### src/rtl/usb_pkg.sv
// Shared types and defaults for the USB page read/write sequencer.
package usb_pkg;

  localparam logic [3:0]  USB_ADDR_ENDP = 4'd4;
  localparam logic [3:0]  USB_DATA_ENDP = 4'd8;
  localparam int unsigned USB_DATA_W    = 64;
  localparam int unsigned USB_WDOG_W    = 16;

  typedef enum logic [2:0] {
    IDLE,
    ADDR_OUT,
    DATA_OUT,
    DATA_IN,
    FINISH
  } rw_state_t;

  typedef struct packed {
    logic done;
    logic success;
    logic failure;
  } xact_result_t;

  // An engine reporting both success and failure is treated as a failure.
  function automatic logic xact_ok(input xact_result_t r);
    return r.done & r.success & ~r.failure;
  endfunction

  function automatic logic xact_fail(input xact_result_t r);
    return r.done & ~xact_ok(r);
  endfunction

endpackage

### src/rtl/usb_phase_timer.sv
// Per-phase watchdog and retry counters for the read/write sequencer.
module usb_phase_timer
  import usb_pkg::*;
#(
  parameter logic [USB_WDOG_W-1:0] WDOG_CYCLES = 16'd50000,
  parameter int unsigned           MAX_RETRY   = 2
) (
  input  logic clock,
  input  logic reset_n,
  input  logic wdog_clr,
  input  logic wdog_inc,
  input  logic retry_clr,
  input  logic retry_inc,
  output logic wdog_expired_c,
  output logic retry_left_c
);

  localparam int unsigned RETRY_W = (MAX_RETRY < 1) ? 1 : $clog2(MAX_RETRY + 1);

  logic [USB_WDOG_W-1:0] wdog_cnt_q, wdog_cnt_d;
  logic [RETRY_W-1:0]    retry_cnt_q, retry_cnt_d;

  // Clear has priority so a new attempt always starts counting from zero.
  always_comb begin
    wdog_cnt_d  = wdog_cnt_q;
    retry_cnt_d = retry_cnt_q;
    if (wdog_clr) begin
      wdog_cnt_d = '0;
    end else if (wdog_inc) begin
      wdog_cnt_d = wdog_cnt_q + USB_WDOG_W'(1);
    end
    if (retry_clr) begin
      retry_cnt_d = '0;
    end else if (retry_inc) begin
      retry_cnt_d = retry_cnt_q + RETRY_W'(1);
    end
  end

  always_ff @(posedge clock or negedge reset_n) begin
    if (!reset_n) begin
      wdog_cnt_q  <= '0;
      retry_cnt_q <= '0;
    end else begin
      wdog_cnt_q  <= wdog_cnt_d;
      retry_cnt_q <= retry_cnt_d;
    end
  end

  assign wdog_expired_c = (wdog_cnt_q == (WDOG_CYCLES - USB_WDOG_W'(1)));
  assign retry_left_c   = (retry_cnt_q < RETRY_W'(MAX_RETRY));

endmodule

### src/rtl/usb_rw_sequencer.sv
// Turns one page read/write request into an address OUT followed by a data OUT or IN,
// with per-phase retries and a watchdog.
module usb_rw_sequencer
  import usb_pkg::*;
#(
  parameter logic [3:0]            ADDR_ENDP   = USB_ADDR_ENDP,
  parameter logic [3:0]            DATA_ENDP   = USB_DATA_ENDP,
  parameter int unsigned           MAX_RETRY   = 2,
  parameter logic [USB_WDOG_W-1:0] WDOG_CYCLES = 16'd50000
) (
  input  logic        clock,
  input  logic        reset_n,
  input  logic        read_req,
  input  logic        write_req,
  input  logic [15:0] mempage,
  input  logic [63:0] wr_data,
  output logic [63:0] rd_data,
  output logic        busy,
  output logic        done,
  output logic        success,
  output logic        failure,
  output logic [3:0]  endp,
  output logic [63:0] payload,
  output logic        out_start,
  input  logic        out_done,
  input  logic        out_success,
  input  logic        out_failure,
  output logic        in_start,
  input  logic        in_done,
  input  logic        in_success,
  input  logic        in_failure,
  input  logic [63:0] in_data
);

  rw_state_t             state_q, state_d;
  logic                  is_read_q, is_read_d;
  logic [USB_DATA_W-1:0] wdata_q, wdata_d;
  logic [USB_DATA_W-1:0] rd_data_q, rd_data_d;
  logic [USB_DATA_W-1:0] payload_q, payload_d;
  logic [3:0]            endp_q, endp_d;
  logic                  busy_q, busy_d;
  logic                  done_q, done_d;
  logic                  success_q, success_d;
  logic                  failure_q, failure_d;
  logic                  out_start_q, out_start_d;
  logic                  in_start_q, in_start_d;

  logic                  wdog_clr, retry_clr, retry_inc;
  logic                  wdog_expired_c, retry_left_c;
  logic                  fin, fin_ok;
  xact_result_t          res;

  usb_phase_timer #(
    .WDOG_CYCLES (WDOG_CYCLES),
    .MAX_RETRY   (MAX_RETRY)
  ) u_timer (
    .clock          (clock),
    .reset_n        (reset_n),
    .wdog_clr       (wdog_clr),
    .wdog_inc       (busy_q),
    .retry_clr      (retry_clr),
    .retry_inc      (retry_inc),
    .wdog_expired_c (wdog_expired_c),
    .retry_left_c   (retry_left_c)
  );

  // Next-state and registered-output logic; only the active engine's result is looked at.
  always_comb begin
    state_d     = state_q;
    is_read_d   = is_read_q;
    wdata_d     = wdata_q;
    rd_data_d   = rd_data_q;
    payload_d   = payload_q;
    endp_d      = endp_q;
    busy_d      = busy_q;
    done_d      = 1'b0;
    success_d   = 1'b0;
    failure_d   = 1'b0;
    out_start_d = 1'b0;
    in_start_d  = 1'b0;
    wdog_clr    = 1'b0;
    retry_clr   = 1'b0;
    retry_inc   = 1'b0;
    fin         = 1'b0;
    fin_ok      = 1'b0;
    res         = (state_q == DATA_IN) ? '{in_done, in_success, in_failure}
                                       : '{out_done, out_success, out_failure};

    unique case (state_q)
      IDLE: begin
        if (read_req && write_req) begin
          done_d    = 1'b1;
          failure_d = 1'b1;
        end else if (read_req || write_req) begin
          state_d     = ADDR_OUT;
          is_read_d   = read_req;
          wdata_d     = wr_data;
          payload_d   = USB_DATA_W'(mempage);
          endp_d      = ADDR_ENDP;
          busy_d      = 1'b1;
          out_start_d = 1'b1;
          wdog_clr    = 1'b1;
          retry_clr   = 1'b1;
        end
      end

      ADDR_OUT, DATA_OUT, DATA_IN: begin
        if (xact_ok(res)) begin
          if (state_q == ADDR_OUT) begin
            endp_d    = DATA_ENDP;
            wdog_clr  = 1'b1;
            retry_clr = 1'b1;
            if (is_read_q) begin
              state_d    = DATA_IN;
              payload_d  = '0;
              in_start_d = 1'b1;
            end else begin
              state_d     = DATA_OUT;
              payload_d   = wdata_q;
              out_start_d = 1'b1;
            end
          end else begin
            if (state_q == DATA_IN) begin
              rd_data_d = in_data;
            end
            fin    = 1'b1;
            fin_ok = 1'b1;
          end
        end else if (xact_fail(res)) begin
          if (retry_left_c) begin
            retry_inc = 1'b1;
            wdog_clr  = 1'b1;
            if (state_q == DATA_IN) begin
              in_start_d = 1'b1;
            end else begin
              out_start_d = 1'b1;
            end
          end else begin
            fin = 1'b1;
          end
        end else if (wdog_expired_c) begin
          fin = 1'b1;
        end
      end

      FINISH: begin
        state_d = IDLE;
      end

      default: begin
        state_d = IDLE;
      end
    endcase

    if (fin) begin
      state_d   = FINISH;
      busy_d    = 1'b0;
      endp_d    = '0;
      payload_d = '0;
      done_d    = 1'b1;
      success_d = fin_ok;
      failure_d = ~fin_ok;
    end
  end

  always_ff @(posedge clock or negedge reset_n) begin
    if (!reset_n) begin
      state_q     <= IDLE;
      is_read_q   <= 1'b0;
      wdata_q     <= '0;
      rd_data_q   <= '0;
      payload_q   <= '0;
      endp_q      <= '0;
      busy_q      <= 1'b0;
      done_q      <= 1'b0;
      success_q   <= 1'b0;
      failure_q   <= 1'b0;
      out_start_q <= 1'b0;
      in_start_q  <= 1'b0;
    end else begin
      state_q     <= state_d;
      is_read_q   <= is_read_d;
      wdata_q     <= wdata_d;
      rd_data_q   <= rd_data_d;
      payload_q   <= payload_d;
      endp_q      <= endp_d;
      busy_q      <= busy_d;
      done_q      <= done_d;
      success_q   <= success_d;
      failure_q   <= failure_d;
      out_start_q <= out_start_d;
      in_start_q  <= in_start_d;
    end
  end

  assign rd_data   = rd_data_q;
  assign busy      = busy_q;
  assign done      = done_q;
  assign success   = success_q;
  assign failure   = failure_q;
  assign endp      = endp_q;
  assign payload   = payload_q;
  assign out_start = out_start_q;
  assign in_start  = in_start_q;

endmodule

### config.mk
export PLATFORM = sky130hd
export DESIGN_NAME = usb_rw_sequencer
export DESIGN_NICKNAME = d
export VERILOG_FILES = /design/src/rtl/usb_pkg.sv /design/src/rtl/usb_phase_timer.sv /design/src/rtl/usb_rw_sequencer.sv
export SDC_FILE = /design/constraint.sdc
export NUM_CORES = 1
export LEC_CHECK = 0
export ABC_AREA = 1
export ABC_CLOCK_PERIOD_IN_PS = 3750
export CORE_UTILIZATION = 45
export DETAILED_ROUTE_END_ITERATION = 8
export PLACE_DENSITY = 0.8
export SLEW_MARGIN = 15
export SYNTH_ARGS = -nofsm -noshare
export SYNTH_HDL_FRONTEND = slang
export SYNTH_SLANG_ARGS = --single-unit
### constraint.sdc
create_clock -name clock -period 3.75 [get_ports clock]
set_input_delay 0.5625 -clock clock [delete_from_list [all_inputs] [get_ports clock]]
set_output_delay 0.5625 -clock clock [all_outputs]
set_load 0.005 [all_outputs]
# Word-level counts from Yosys, hierarchy flattened
# Cells that the tools add are included.
# totals
register_bits,224
input_bits,154
output_inout_bits,138
# classes
add_sub_neg,2
n_lt_le_gt_ge,1
eq_ne,9
n_mux,67
n_bitwise,8
n_reduce_logical,14
# op_table
cell,n
2-to-1 mux 64 bit,6
one-hot mux 64 bit (2 select lines),1
2-to-1 mux 1 bit,40
2-to-1 mux 16 bit,2
2-to-1 mux 4 bit,5
2-to-1 mux 3 bit,6
"adder 16 x 1 -> 16 bit, second input constant",1
"equality test 16 bit, second input constant",1
"inequality test 3 bit, second input constant",4
one-hot mux 4 bit (2 select lines),1
AND reduction 4 bit,2
nonzero test 2 bit,4
"equality test 3 x 2 -> 1 bit, second input constant",2
one-hot mux 1 bit (2 select lines),3
one-hot mux 3 bit (2 select lines),1
AND reduction 3 bit,2
inverter 1 bit,5
AND reduction 5 bit,1
2-to-1 mux 2 bit,2
bitwise AND 1 bit,3
"equality test 3 x 1 -> 1 bit, second input constant",1
logical NOT 3 bit,1
nonzero test 3 bit,1
OR reduction 3 bit,1
5 further kinds,5

# Depth between registers and ports, before layout
# Gate-level depths: netlist of the first run.
# logic_depth
depth_word,11
ltp_mapped,13
depth_no_buf,12

# Modules after synthesis
# A second synthesis of the first run with hierarchy kept.
# unflattened
cells_unflattened,826
hier_area_um2,9231.4
# by_module_without_submodules
mod,n_inst,cells_per_inst,area_each_um2,seq_area_each_um2
usb_rw_sequencer,1,686,8176.6,5104.9
usb_phase_timer,1,140,1054.8,450.4

# Least setup slack after synthesis of the first run
# OpenSTA, ideal clock, no wires.
# synth_timing
kind,input-to-reg
from,input port read_req
to,register wdata_q[24]
t_arrival_ns,1.635
required_time_ns,3.617
setup_slack_ns,1.982
path_stages,6
n_path_buf,2
cell_sequence,inv_1 ha_1 nand2_1 buf_2 clkbuf_1 a21oi_1
# synth_between
elab_chain_cells,3
elab_cells_between_ends,4
# synth_rtl
item,line_no,source
start: declaration,usb_rw_sequencer.sv:13,"input logic read_req,"
logical AND 1 bit,usb_rw_sequencer.sv:91,if (read_req && write_req) begin
inverter 1 bit (no source line),--,
AND reduction 3 bit (no source line) *,--,
end signal: assignment,usb_rw_sequencer.sv:183,wdata_q <= wdata_d;
end: declaration,usb_rw_sequencer.sv:37,"logic [USB_DATA_W-1:0] wdata_q, wdata_d;"
# Every way passes the cells marked *; elsewhere a longest branch is shown, timed or not.
# A chain may end at the register's enable or synchronous reset.

# Final worst setup path of the first run
# layout_timing
from,register state_q[0]
to,"register payload_q[6], in the netlist payload[6]"
# layout_between
elab_chain_cells,11
elab_cells_between_ends,23
# layout_rtl
item,line_no,source
start: declaration,usb_rw_sequencer.sv:35,"rw_state_t state_q, state_d;"
start signal: assignment,usb_rw_sequencer.sv:181,state_q <= state_d;
equality test 3 x 2 -> 1 bit,"usb_rw_sequencer.sv:86, usb_rw_sequencer.sv:89",
2-to-1 mux 3 bit,usb_rw_sequencer.sv:86,"res = (state_q == DATA_IN) ? '{in_done, in_success, in_failure}"
bitwise AND 1 bit / inverter 1 bit (equally long branches),usb_pkg.sv:25,return r.done & r.success & ~r.failure;
bitwise AND 1 bit,usb_pkg.sv:25,
inverter 1 bit,usb_pkg.sv:29,return r.done & ~xact_ok(r);
bitwise AND 1 bit,usb_pkg.sv:29,
2-to-1 mux 1 bit,usb_rw_sequencer.sv:129,end else if (xact_fail(res)) begin
2-to-1 mux 1 bit,usb_rw_sequencer.sv:108,if (xact_ok(res)) begin
2-to-1 mux 1 bit,usb_rw_sequencer.sv:89,unique case (state_q)
inequality test 3 bit (no source line) / nonzero test 3 bit (equally long branches),--,
AND reduction 5 bit (no source line),--,
end signal: assignment,usb_rw_sequencer.sv:185,payload_q <= payload_d;
end: declaration,usb_rw_sequencer.sv:39,"logic [USB_DATA_W-1:0] payload_q, payload_d;"
# Several ways; a longest one is shown, not always the timed one.

==> flow_summary.rst, run 1 <==
.. list-table::
   :header-rows: 1

   * - Metric
     - Value
   * - Layout overhead on the synthesized area
     - 42.72%
   * - Fraction of power spent switching nets
     - 32.12%
   * - Critical Path Fanout Max
     - 21
   * - Count of input and output buffers
     - about 290
   * - Maximum clock rate
     - approximately 400 MHz
   * - CTS hold repair buffers
     - 0
   * - Worst Slack Setup Final
     - 1280 ps
   * - Clock-pin transition on the worst setup and hold timing paths
     - 60 ps
   * - Post-CTS Resized
     - 0
   * - Rows
     - between 50 and 60
   * - Clock latency on the worst-skew pair
     - approximately 500 ps
   * - Residual overflow from global routing
     - 0
   * - Met3 capacity usage during global routing
     - 6.325%
   * - Clock tree from TritonCTS
     - built
   * - Chip Height
     - 144.0 um
   * - Sequential fraction of design power
     - 39.6%
   * - Unrepaired setup endpoints after global routing
     - false
   * - Outcome
     - completed
   * - Combined area of all synthesized cells
     - 9076 sq um
   * - Average size of a mapped cell
     - approximately 10 sq um
   * - Ratio of final minimum period to clock period
     - 65.86%
   * - RD Place Congestion
     - 0.8326
   * - Synthesized netlist cell count
     - 884
   * - Worst hold path type
     - in -> async
   * - Pin slew with the least headroom to its limit
     - just over 900 ps
   * - Post-synthesis sequential area ratio
     - 61.21%
   * - Most common cell after layout, fill and taps aside
     - sky130_fd_sc_hd__clkdlybuf4s50_1
   * - Endpoints failing setup
     - 0
   * - Placed wire-length estimate after detailed placement
     - around 16000 um
   * - Ratio of routed vias to standard cells
     - 4.868
   * - TritonCTS buffer count
     - 24
   * - Arrival time of data at the critical path endpoint
     - 2850 ps
   * - Antenna Violating Nets Remaining
     - 0
   * - Critical path data required time
     - between 4000 and 5000 ps
   * - Post-detailed-route DRC marker count
     - 0
   * - Effective utilization at floorplan
     - a little under half
   * - Grt met2 use
     - 38.75%
   * - Number of buffers between clock root and the deepest sink
     - 3
   * - Vias in the first global route
     - 7210
   * - Final max-slew violation count
     - 0
   * - Number of detailed-route iterations in the first pass
     - 5
   * - Number of antenna violations at the first check in global routing
     - 3
   * - Routed wire length
     - 23120 um
   * - Yosys warning count
     - 0
   * - Clock period minus final worst setup slack
     - around 2500 ps
   * - Post-placement setup slack
     - 756.9 ps
   * - Clock network fraction of design power
     - 24.5%
   * - Vias after detailed routing
     - ~7100
   * - Core footprint
     - 19590 sq um
   * - Width of the chip
     - between 100 and 150 um
   * - # clock sinks
     - 222
   * - Number of nets in the final layout
     - 1325
   * - Internal
     - 6.317 mW
   * - Count of filler cells inserted in the layout
     - 1547
   * - Hold Fails Final Rpt
     - 0
   * - First-pass GRT wire length
     - 36370 um
   * - Reg-to-reg critical path startpoint
     - state_q[0]
   * - Relative slew slack
     - 39.61%
   * - Critical Path Start Type
     - register
   * - Final TNS setup
     - 0 ps
   * - Switching power summed over all nets
     - 2.989 mW
   * - Number of buffers added for setup after CTS
     - 0
   * - Count of max-cap constraint violations
     - 0
   * - Peak VDD IR
     - 361.8 uV
   * - Layer carrying the most global-route usage
     - met2
   * - Clk Tree Root Cell
     - sky130_fd_sc_hd__clkbuf_16
   * - Area of the die
     - 20740 sq um
   * - GRT Resource Usage Total
     - 22.55%
   * - Category of the worst setup path capture point
     - register
   * - Maximum number of pins on one net before global-route repair
     - 117
   * - 1st-iter DRT viols
     - 324
   * - Power density of the placed cells
     - 718.4 nW/um^2
   * - Critical path origin
     - state_q[0]
   * - Global Route met1 Usage
     - 27.26%
   * - Leak
     - 6.172 nW
   * - Share of layout cells above drive strength 1
     - 11.67%
   * - Detail-routed net length per standard cell
     - 15.95 um
   * - Number of unique standard cell types used by synthesis
     - 28
   * - Worst clock skew
     - 10.03 ps
   * - Top-Level Pins
     - 292
   * - H-tree lvl count
     - 1
   * - Leading cell types in the layout, fill and taps excluded
     - sky130_fd_sc_hd__clkdlybuf4s50_1, sky130_fd_sc_hd__dfrtp_1, sky130_fd_sc_hd__nand2_1
   * - Proportion of power drawn by combinational gates
     - between 30% and 40%
   * - Number of synthesized register bits
     - 222
   * - Category of the critical setup timing path
     - reg -> reg
[worst max-delay path: stages, from the launching register on]
cell and delay, ps:
sky130_fd_sc_hd__dfrtp_1 410, sky130_fd_sc_hd__inv_1 110, sky130_fd_sc_hd__a21oi_2 140, sky130_fd_sc_hd__buf_4 280
sky130_fd_sc_hd__clkinv_1 550, sky130_fd_sc_hd__nor2_4 610, sky130_fd_sc_hd__nor2_1 90, sky130_fd_sc_hd__nand2_1 80
sky130_fd_sc_hd__nand2_1 60
[layout make-up]
cell class / count / area, sq um / area share [%]
flip-flops and latches: 222 / 5555 / 42.89
repair buffers: 298 / 3003 / 23.18
multi-input cells: 534 / 2963 / 22.87
clock buffers: 37 / 720.7 / 5.564
well taps: 265 / 331.6 / 2.560
inverters: 88 / 330.3 / 2.550
clock inverters: 4 / 45.04 / 0.3477
diodes: 2 / 5.005 / 0.03864
[registers in the layout (all words and copies together), names as in the netlist, 2 cells and up]
name,cells
state_q,3
wdata_q,64
u_timer.wdog_cnt_q,16
rd_data,64
payload,64
endp,2
u_timer.retry_cnt_q,2
[logic make-up after synthesis]
kind of cell,share of synthesized area (%)
and+or+nand+nor,14.49
AOI/OAI and AO/OA,6.217
xor gates and xnor gates,1.254
adders and majority gates,0.4136
buffers and inverters,6.452
muxes,9.926
other,0.04132
DFF,61.21
[final timing paths]
path                                to  slack (ps)  cells past startpoint
hold / removal             wdata_q[21]          90                      1
max in group asynchronous  rd_data[13]        2840                      2
min in group clock          payload[0]         480                      2
setup / recovery            payload[6]        1280                      8
setup reg to reg            payload[6]        1280                      8
hold reg to reg             payload[0]         480                      2
[layer usage]
metal | vias up | wire (um)
li1 | 3378 | -
met1 | 3358 | 9129
met2 | 279 | 11470
met3 | 43 | 2028
met4 | 0 | 492
met5 | - | 0
[metrics by stage]
stage          hold WS [ps]  cell area [sq um]  power (mW)  utilization (%)  cells
6_report              90.18              12950       9.306            66.12   1450
2_1_floorplan         266.9               9080       5.418                -    885
3_5_place_dp          464.2              12180       7.073            62.19   1407
3_3_place_gp          455.4              12180       6.934            62.19   1407
5_1_grt               178.5              12950       9.943            66.12   1450
4_1_cts               171.6              12950       9.416            66.10   1448
[cells in the mapped netlist]
cell / number / share of area, %
sky130_fd_sc_hd__a211oi_1: 1 / 0.083
sky130_fd_sc_hd__a21oi_1: 54 / 3.0
sky130_fd_sc_hd__buf_2: 12 / 0.66
sky130_fd_sc_hd__buf_4: 5 / 0.41
sky130_fd_sc_hd__buf_6: 9 / 1.1
sky130_fd_sc_hd__clkbuf_1: 15 / 0.62
sky130_fd_sc_hd__clkinv_1: 2 / 0.083
sky130_fd_sc_hd__conb_1: 1 / 0.041
sky130_fd_sc_hd__dfrtp_1: 222 / 61
sky130_fd_sc_hd__ha_1: 3 / 0.41
sky130_fd_sc_hd__inv_1: 83 / 3.4
sky130_fd_sc_hd__inv_2: 3 / 0.12
sky130_fd_sc_hd__mux2_2: 80 / 9.9
sky130_fd_sc_hd__nand2_1: 172 / 7.1
sky130_fd_sc_hd__nand2_2: 2 / 0.14
sky130_fd_sc_hd__nand3_1: 35 / 1.9
sky130_fd_sc_hd__nand3_2: 2 / 0.22
sky130_fd_sc_hd__nand4_1: 4 / 0.28
sky130_fd_sc_hd__nor2_1: 98 / 4.1
sky130_fd_sc_hd__nor2_2: 2 / 0.14
sky130_fd_sc_hd__nor2_4: 1 / 0.12
sky130_fd_sc_hd__nor3_1: 9 / 0.50
sky130_fd_sc_hd__o211ai_1: 1 / 0.083
sky130_fd_sc_hd__o21ai_0: 39 / 2.2
sky130_fd_sc_hd__o21ai_1: 15 / 0.83
sky130_fd_sc_hd__o21ai_2: 1 / 0.097
sky130_fd_sc_hd__xnor2_1: 1 / 0.097
sky130_fd_sc_hd__xor2_1: 12 / 1.2
[power by group through the flow]
stage,Clock (mW),Sequential [mW],Combinational [mW]
2_1_floorplan,0,3.65,1.76
6_report,2.28,3.69,3.34
3_3_place_gp,0,3.68,3.26
5_1_grt,2.44,3.78,3.72
3_5_place_dp,0,3.72,3.36
4_1_cts,2.35,3.69,3.38
(Power assumes the default switching activity.)
==> inputs of run 2 (changes only) <==
--- a/config.mk
+++ b/config.mk
@@ -6,10 +6,10 @@
 export NUM_CORES = 1
 export LEC_CHECK = 0
 export ABC_AREA = 1
-export ABC_CLOCK_PERIOD_IN_PS = 3750
-export CORE_UTILIZATION = 45
+export ABC_CLOCK_PERIOD_IN_PS = 2000
+export CORE_UTILIZATION = 42
 export DETAILED_ROUTE_END_ITERATION = 8
-export PLACE_DENSITY = 0.8
+export PLACE_DENSITY = 0.79
 export SLEW_MARGIN = 15
 export SYNTH_ARGS = -nofsm -noshare
 export SYNTH_HDL_FRONTEND = slang
==> constraint.sdc (replaced) <==
create_clock -name clock -period 2 [get_ports clock]
set_input_delay 0.3 -clock clock [delete_from_list [all_inputs] [get_ports clock]]
set_output_delay 0.3 -clock clock [all_outputs]
set_load 0.005 [all_outputs]
==> run 2 against run 1 <==
Die area is 7.0% higher. Via count up 3.5%. Critical path type unchanged. Utilization down 2.7 points. Register-to-register slack worse by 1200 ps. Wire length is 3.0% higher. Combinational power up 110%. Critical path depth up 3. Non-clock buffer count increased by 45.
==> flow_summary.rst, run 2 (synthesis results as in run 1) <==
.. list-table::
   :header-rows: 1

   * - Metric
     - Value
   * - Outcome
     - completed
   * - Final max-slew violation count
     - 0
   * - Rows
     - 53
   * - Sequential fraction of design power
     - 38.4%
   * - First-pass GRT wire length
     - 37290 um
   * - TritonCTS buffer count
     - 25
   * - Placed instance count
     - 1458
   * - GRT Resource Usage Total
     - 21.31%
   * - Chip Height
     - 149.0 um
   * - Number of buffers between clock root and the deepest sink
     - 3
   * - Relative slew slack
     - 62.14%
   * - Routed wire length
     - roughly 24000 um
   * - Clock-pin transition on the worst setup and hold timing paths
     - 60 ps
   * - Peak VDD IR
     - 795.5 uV
   * - Arrival time of data at the critical path endpoint
     - between 2000 and 2500 ps
   * - Maximum number of pins on one net before global-route repair
     - 70
   * - Endpoints failing setup
     - 0
   * - Post-detailed-route DRC marker count
     - 0
   * - Critical path data required time
     - 2370 ps
   * - Post-Layout Cell Count
     - 1499
   * - Switching power summed over all nets
     - between 5 and 6 mW
   * - Count of max-cap constraint violations
     - 0
   * - Most common cell after layout, fill and taps aside
     - sky130_fd_sc_hd__clkdlybuf4s50_1
   * - Ratio of routed vias to standard cells
     - 4.871
   * - Worst hold path type
     - in -> async
   * - Critical Path Fanout Max
     - 22
   * - Vias after detailed routing
     - 7302
   * - Effective utilization at floorplan
     - 43.04%
   * - RD Place Congestion
     - 0.8908
   * - Area of the die
     - roughly 22000 sq um
   * - Power density of the placed cells
     - 1338 nW/um^2
   * - Ratio of final minimum period to clock period
     - 94.93%
   * - Worst clock skew
     - slightly below 9 ps
   * - Number of antenna violations at the first check in global routing
     - 0
   * - Vias in the first global route
     - between 7000 and 8000
   * - Placed wire-length estimate after detailed placement
     - 16920 um
   * - Clock tree from TritonCTS
     - built
   * - Sum of internal, switching and leakage power
     - 17.91 mW
   * - Category of the worst setup path capture point
     - register
   * - Core footprint
     - 21090 sq um
   * - Number of nets in the final layout
     - 1371
   * - Category of the critical setup timing path
     - reg -> reg
   * - Layout overhead on the synthesized area
     - 47.46%
   * - Min Hold Slack
     - 325.9 ps
   * - Fraction of power spent switching nets
     - 32.34%
   * - Antenna Violating Nets Remaining
     - 0
   * - Clock network fraction of design power
     - between 20% and 30%
   * - Width of the chip
     - 149.0 um
   * - Proportion of power drawn by combinational gates
     - 38.9%
   * - Number of detailed-route iterations in the first pass
     - 5
   * - Maximum clock rate
     - 526.7 MHz
   * - Pin slew with the least headroom to its limit
     - 562.0 ps
   * - Count of input and output buffers
     - 289
   * - Leak
     - around 6.4 nW
   * - Residual overflow from global routing
     - 0
   * - Clock latency on the worst-skew pair
     - 510 ps
   * - Number of inserted diodes
     - 0
   * - Clock period minus final worst setup slack
     - 1899 ps
   * - 1st-iter DRT viols
     - 343
   * - # clock sinks
     - 222
   * - Internal
     - 12.12 mW
   * - Share of layout cells above drive strength 1
     - 15.20%
   * - Top-Level Pins
     - ~290
   * - Detail-routed net length per standard cell
     - 15.88 um
   * - Leading cell types in the layout, fill and taps excluded
     - sky130_fd_sc_hd__clkdlybuf4s50_1, sky130_fd_sc_hd__dfrtp_1, sky130_fd_sc_hd__nand2_1
   * - H-tree lvl count
     - 1
   * - Clk Tree Root Cell
     - sky130_fd_sc_hd__clkbuf_16
   * - Hold Fails Final Rpt
     - 0
   * - Critical Path Start Type
     - register
## run 2: final timing paths
check                      slack (ps)     endpoint        start  depth (start not counted)
max                               100  payload[22]   state_q[2]                         11
min                               330  wdata_q[21]      reset_n                          2
max reg2reg                       100  payload[22]   state_q[2]                         11
min reg2reg                       480      endp[2]      endp[2]                          2
max in group asynchronous        1000  rd_data[55]      reset_n                          3
min in group clock                370  wdata_q[33]  wr_data[33]                          3
## run 2: critical path: stages, from the launching register on
cell and delay (ps):
sky130_fd_sc_hd__dfrtp_2 460, sky130_fd_sc_hd__inv_4 100, sky130_fd_sc_hd__nand3_1 100, sky130_fd_sc_hd__nand2_1 90
sky130_fd_sc_hd__nand2_2 110, sky130_fd_sc_hd__nand2_1 130, sky130_fd_sc_hd__nand2_1 60, sky130_fd_sc_hd__nand2_1 140
sky130_fd_sc_hd__nand3_4 170, sky130_fd_sc_hd__clkbuf_16 260, sky130_fd_sc_hd__nand2_1 60, sky130_fd_sc_hd__o21ai_0 80
## run 2: cell type report
class	instances	area, sq um
Clock buffer	32	681.9
Clock inverter	5	31.28
Fill cell	1701	7704
Inverter	88	335.3
Multi-Input combinational cell	534	2983
Sequential cell	222	5557
Tap cell	275	344.1
Timing Repair Buffer	343	3452
## run 2: repair_timing
action                                  in CTS  in global routing
endpoints found under the setup margin       0                 47
endpoints found under the hold margin       62                  0
gates resized for setup                      0                  9
setup buffers                                0                  2
hold buffers                                 1                  0
## run 2: stage by stage
step	area, sq um	setup TNS (ps)	utilization (%)	worst slack (ps)
floorplan	9080	0	-	348.9
global placement	12590	-5299	59.71	-102.6
detailed placement	12590	-7822	59.71	-158.1
CTS	13310	0	63.14	98.70
global route	13380	-338.7	63.47	-22.60
finish	13380	0	63.47	101.4
## run 2: routing by layer
layer	wire (um)	up-vias	share of wire (%)	GRT usage (%)
met5	0	-	0	0
met1	9249	3499	39	25.54
met3	2326	50	9.8	6.667
li1	-	3465	-	-
met4	673	0	2.8	6.276
met2	11560	288	49	36.60
## run 2: power by group through the flow
stage,Combinational (mW),Clock [mW],Sequential (mW)
finish,6.97,4.07,6.87
CTS,6.85,4.19,6.87
floorplan,3.31,0,6.85
detailed placement,6.80,0,6.93
global route,7.70,4.39,7.03
global placement,6.65,0,6.86
==> inputs of run 3 (changes only) <==
--- a/config.mk
+++ b/config.mk
@@ -7,6 +7,7 @@
 export LEC_CHECK = 0
 export ABC_AREA = 1
 export ABC_CLOCK_PERIOD_IN_PS = 2000
+export CAP_MARGIN = 0
 export CORE_UTILIZATION = 42
 export DETAILED_ROUTE_END_ITERATION = 8
 export PLACE_DENSITY = 0.79
==> results of run 3 <==
Final layout, timing and power as in run 2 (identical DEF).
